==> config.mk <==
export PLATFORM = sky130hd
export DESIGN_NAME = wishbone_bridge
export DESIGN_NICKNAME = d
export VERILOG_FILES = /design/src/rtl/bus_pkg.sv /design/src/rtl/bus_timeout_counter.sv /design/src/rtl/wishbone_bridge.sv
export SDC_FILE = /design/constraint.sdc
export NUM_CORES = 1
export LEC_CHECK = 0
export ABC_CLOCK_PERIOD_IN_PS = 3450
export CORE_MARGIN = 1.5
export CORE_UTILIZATION = 40
export DETAILED_ROUTE_END_ITERATION = 12
export GPL_TIMING_DRIVEN = 0
export PLACE_DENSITY = 0.78
export SYNTH_ARGS = -nofsm -noshare
export SYNTH_HDL_FRONTEND = slang
export SYNTH_SLANG_ARGS = --single-unit
==> constraint.sdc <==
create_clock -name clock -period 3.45 [get_ports clock]
set_input_delay 0.69 -clock clock [delete_from_list [all_inputs] [get_ports clock]]
set_output_delay 0.69 -clock clock [all_outputs]
set_load 0.05 [all_outputs]
==> src/rtl/bus_pkg.sv <==
`default_nettype none
// ============================================================================
// Module   : bus_pkg
// Purpose  : Shared types and constants for the CPU-to-Wishbone bridge.
// Revision : 1.0
// ============================================================================
package bus_pkg;

  typedef enum logic [1:0] {
    IDLE = 2'd0,
    BUSY = 2'd1,
    DONE = 2'd2
  } bridge_state_t;

  localparam logic [3:0] WB_SEL_ALL      = 4'b1111;
  localparam logic [1:0] WORD_ALIGN_MASK = 2'b11;

endpackage
`default_nettype wire

==> src/rtl/bus_timeout_counter.sv <==
`default_nettype none
// ============================================================================
// Module   : bus_timeout_counter
// Purpose  : Counts BUSY cycles; flags the cycle in which the limit is reached.
// Revision : 1.0
// ============================================================================
module bus_timeout_counter
  import bus_pkg::*;
#(
  parameter int unsigned TIMEOUT_CYCLES = 16
) (
  input  logic clock,
  input  logic reset,
  input  logic clear_i,
  input  logic enable_i,
  output logic expired_o
);

  localparam int unsigned CNT_W = (TIMEOUT_CYCLES < 1) ? 1 : $clog2(TIMEOUT_CYCLES + 1);
  localparam logic [CNT_W-1:0] LAST_COUNT = CNT_W'(TIMEOUT_CYCLES - 1);

  logic [CNT_W-1:0] count_q;
  logic [CNT_W-1:0] count_d;

  // Expiry is flagged during the TIMEOUT_CYCLES-th enabled cycle itself.
  assign expired_o = enable_i && (count_q == LAST_COUNT);

  always_comb begin
    count_d = count_q;
    if (clear_i) begin
      count_d = '0;
    end else if (enable_i && !expired_o) begin
      count_d = count_q + 1'b1;
    end
  end

  always_ff @(posedge clock or posedge reset) begin
    if (reset) begin
      count_q <= '0;
    end else begin
      count_q <= count_d;
    end
  end

endmodule
`default_nettype wire

==> src/rtl/wishbone_bridge.sv <==
`default_nettype none
// ============================================================================
// Module   : wishbone_bridge
// Purpose  : Turns single-cycle CPU loads/stores into Wishbone B4 classic cycles.
// Revision : 1.0
// ============================================================================
module wishbone_bridge
  import bus_pkg::*;
#(
  parameter int unsigned TIMEOUT_CYCLES = 16
) (
  input  logic        clock,
  input  logic        reset,
  input  logic [31:0] cpu_address,
  input  logic        cpu_read_enable,
  input  logic        cpu_write_enable,
  input  logic [31:0] cpu_write_data,
  output logic [31:0] cpu_read_data,
  output logic        stall,
  output logic        bus_error,
  output logic        wb_cyc,
  output logic        wb_stb,
  output logic        wb_we,
  output logic [31:0] wb_adr,
  output logic [31:0] wb_dat_o,
  output logic [3:0]  wb_sel,
  input  logic [31:0] wb_dat_i,
  input  logic        wb_ack,
  input  logic        wb_err
);

  bridge_state_t state_q;
  logic          cyc_q;
  logic          we_q;
  logic          bus_error_q;
  logic [31:0]   adr_q;
  logic [31:0]   dat_q;
  logic [31:0]   rdata_q;

  logic w_request;
  logic w_misaligned;
  logic w_expired;
  logic w_in_busy;

  assign w_request    = cpu_read_enable | cpu_write_enable;
  assign w_misaligned = (cpu_address[1:0] & WORD_ALIGN_MASK) != 2'b00;
  assign w_in_busy    = (state_q == BUSY);

  bus_timeout_counter #(
    .TIMEOUT_CYCLES(TIMEOUT_CYCLES)
  ) u_timeout (
    .clock    (clock),
    .reset    (reset),
    .clear_i  (!w_in_busy),
    .enable_i (w_in_busy),
    .expired_o(w_expired)
  );

  always_ff @(posedge clock or posedge reset) begin
    if (reset) begin
      state_q     <= IDLE;
      cyc_q       <= 1'b0;
      we_q        <= 1'b0;
      adr_q       <= '0;
      dat_q       <= '0;
      rdata_q     <= '0;
      bus_error_q <= 1'b0;
    end else begin
      case (state_q)
        IDLE: begin
          if (w_request) begin
            rdata_q <= '0;
            if (w_misaligned) begin
              bus_error_q <= 1'b1;
              state_q     <= DONE;
            end else begin
              adr_q   <= {cpu_address[31:2], 2'b00};
              dat_q   <= cpu_write_data;
              we_q    <= cpu_write_enable;
              cyc_q   <= 1'b1;
              state_q <= BUSY;
            end
          end
        end
        BUSY: begin
          // An error beats a simultaneous ack; a late ack beats the timeout.
          if (wb_err || (w_expired && !wb_ack)) begin
            cyc_q       <= 1'b0;
            rdata_q     <= '0;
            bus_error_q <= 1'b1;
            state_q     <= DONE;
          end else if (wb_ack) begin
            cyc_q <= 1'b0;
            if (!we_q) begin
              rdata_q <= wb_dat_i;
            end
            state_q <= DONE;
          end
        end
        DONE: begin
          state_q <= IDLE;
        end
        default: begin
          state_q <= IDLE;
        end
      endcase
    end
  end

  always_comb begin
    stall = 1'b0;
    case (state_q)
      IDLE:    stall = w_request;
      BUSY:    stall = 1'b1;
      default: stall = 1'b0;
    endcase
  end

  assign cpu_read_data = (state_q == DONE) ? rdata_q : 32'h0;
  assign bus_error     = bus_error_q;
  assign wb_cyc        = cyc_q;
  assign wb_stb        = cyc_q;
  assign wb_we         = we_q;
  assign wb_adr        = adr_q;
  assign wb_dat_o      = dat_q;
  assign wb_sel        = cyc_q ? WB_SEL_ALL : 4'b0000;

endmodule
`default_nettype wire

==> flow_summary.yaml <==
cells_and_area:
  final_cell_mix: "clkdlybuf4s50_1, dfrtp_1, mux2_4"
  instances_no_fill: 835
  finalNetCount: 764
  synthToLayoutAreaGrowth_pct: 51.5
  final_cell_area_mm2: 0.00791
  layout_commonest_cell: "clkdlybuf4s50_1"
  drive_gt1_share_pct: 15.4
  antenna_cells: 0
logic_synthesis:
  synth_edf_count: 0
  synth-seq-cells: 104
  ys_types: 34
  yosysSeqAreaShare_pct: 49.9
  yosysWarnings: 0
  mappedNetlistArea_mm2: 0.00522
  synthArstFlopShare_pct: 100
  synth_ff_type: "dfrtp_1"
  avgSynthCellArea_um2: 11.7
  postSynthCellCount: 445
clocking:
  cts_sinks: 104
  cts_hold_repair.buffers: 0
  clkSlewWorstSetupHoldPaths_ps: 60
  htree_levels: 3
  tritoncts: "done"
  cts_buffer_depth: 2
  numCtsBuffers: 9
  clk_latency_ps: 360
  root_buffer: "clkbuf_16"
drt:
  drc: 0
  wl_met1_um: 5770
  top_layer: "met4"
  via_count: 4252
  wirelength_um: 14100
  met2_length_um: 7080
  wl_met3_um: 905
  wl_per_cell_um: 16.8
  first_pass_iters: 5
  vias_per_cell: 5.09
  drt-initial-drc-count: 314
  ant_nets: 0
worst_hold_path:
  whs_path_depth: 1
  min_to: "bus_error$_DFFE_PP0P_"
  hp-start: "bus_error$_DFFE_PP0P_"
  hold_path_class: "reg2reg"
placement:
  io_buffers: 202
  globalplace.congestion: 0.784
  dpl.cell_count: 821
  post_dp_cell_area_mm2: 0.00749
  dp_hpwl_um: 10200
status:
  run_status: "completed"
worst_setup_path:
  crit_path_end_kind: "output pin"
  crit_family: "buffers and inverters"
  path_cells: "clkbuf_1 > buf_1 > nor3_1 > nor2_1 > clkdlybuf4s50_1"
  start_kind: "input port"
  timing.rr.end: "rdata_q[12]$_DFFE_PP0P_"
  critPathSlowestCell: "clkdlybuf4s50_1"
  worstPathRequired_ps: 2760
  cp_slowest_stage_delay_ps: 820
  crit_buf_inv: 3
  crit_fanout: 10
  critPathArrivalTime_ps: 2610
  r2r-start: "u_timeout.count_q[0]$_DFFE_PP0P_"
  ff2ff_path_depth: 8
  r2r_slack_ps: 1180
  critPathKind: "in2out"
die:
  core.rowCount: 41
  core_area_mm2: 0.0127
  die_y_um: 117
  pin_count: 207
  die-area_mm2: 0.0137
  die_w_um: 117
  initial_core_util_pct: 41.2
pwr:
  p_total_w: 0.00528
  power_density_mw_per_mm2: 668
  p_switching_w: 0.00207
  intPower_w: 0.00321
  seqPwrFrac_pct: 31.7
  peakVddDrop_mv: 0.478
  leakage_nw: 4.03
  p_sw_share_pct: 39.3
  power_frac_clock_pct: 22.4
  combPwrFrac_pct: 45.8
timing:
  rsz0062_at_grt: "false"
  hold_ws_ps: 500
  maxSlewHeadroom_pct: 61.7
  finalHoldViolations: 0
  tightestPinTransition_ps: 574
  setup_viol: 0
  final_max_slew_viol_count: 0
  fmax_mhz: 303
  finalSetupTns_ps: 0
  fin_crit_sh_pct: 95.7
  finClkSkew_ps: 8.04
  final.min_clock_period_ps: 3300
grt:
  grt-ovfl-total: 0
  grt_pass1_vias: 4400
  grt_start_max_net_pins: 72
  grt_usage_pct: 20.7
  antenna_found_initial: 0
  grt_first_pass_wirelength_um: 21700
run:
  drv_cap: 0
-- how the worst max path moves through the flow --
stage | slack (ps) | end | start | cells past startpoint
global route | 70 | stall | cpu_write_enable | 5
detailed placement | 200 | stall | cpu_write_enable | 5
floorplan | 30 | bus_error$_DFFE_PP0P_ | reset | 1
global placement | -1460 | rdata_q[15]$_DFFE_PP0P_ | reset | 2
CTS | 30 | cpu_read_data[27] | state_q[1]$_DFFE_PP0P_ | 5
finish | 150 | stall | cpu_write_enable | 5
-- flip-flops by register name, indices dropped and copies added (netlist names) --
signal / flops
rdata_q: 32
wb_dat_o: 32
wb_adr: 30
u_timeout.count_q: 5
state_q: 2
bus_error: 1
wb_cyc: 1
wb_we: 1
-- power groups by stage --
stage          sequential, W  combinational, W  clock (W)
2_1_floorplan        0.00257          0.000689          0
6_report             0.00168           0.00242    0.00119
4_1_cts              0.00168           0.00244    0.00122
5_1_grt              0.00172           0.00251    0.00126
3_5_place_dp         0.00169           0.00243          0
3_3_place_gp         0.00168           0.00240          0
-- area by class of cell --
class | count | area, um^2
plain buffers | 43 | 243
clock buffers | 11 | 253
clock inverters | 3 | 90.1
fillers | 1033 | 4770
inverters | 35 | 134
multi-input cells | 264 | 2240
flip-flops and latches | 104 | 2600
well taps | 172 | 215
repair buffers | 203 | 2120
-- layer usage --
metal  up-vias  GRT usage, %
met5         -             0
met2       145          34.0
met1      2109          25.7
met3        25          6.59
li1       1973             -
met4         0          7.23
-- repair_timing --
action,4_1_cts,5_1_grt
buffers inserted,0,0
gates resized for setup,0,30
setup endpoints to repair,0,30
endpoints found under the hold margin,0,0
-- cells in the mapped netlist, types with 2 or more instances --
master | number | area (um^2)
a21oi_1 | 35 | 175
buf_6 | 6 | 67.6
ha_1 | 2 | 25.0
nor2_1 | 10 | 37.5
clkbuf_1 | 16 | 60.1
and2_1 | 32 | 200
nor2b_1 | 3 | 18.8
buf_2 | 8 | 40.0
nand2b_1 | 2 | 12.5
dfrtp_1 | 104 | 2600
buf_4 | 7 | 52.6
mux2_2 | 4 | 45.0
nand2_1 | 35 | 131
buf_1 | 6 | 22.5
nor3_1 | 2 | 10.0
o221ai_1 | 32 | 280
xor2_1 | 2 | 17.5
inv_1 | 35 | 131
mux2_4 | 58 | 871
nor4b_1 | 32 | 280
-- cell families after synthesis --
| group | after synthesis | share of synthesized area [%] |
|---|---|---|
| buf+inv | 78 | 7.17 |
| other cells | 1 | 0.0719 |
| flops | 104 | 49.9 |
| simple gates | 121 | 14.3 |
| xor+xnor | 3 | 0.504 |
| compound gates | 73 | 9.81 |
| mux | 63 | 17.8 |
| fa+ha+maj | 2 | 0.480 |
-- stage by stage --
step / worst slack, ps / util (%)
final: 150 / 62.4
after global routing: 72.6 / 62.4
after CTS: 32.2 / 61.8
after detailed placement: 201 / 59.1
after global placement: -1460 / 58.9
after floorplan: 27.8 / -
Note: power is estimated with default switching activity, not from simulation.
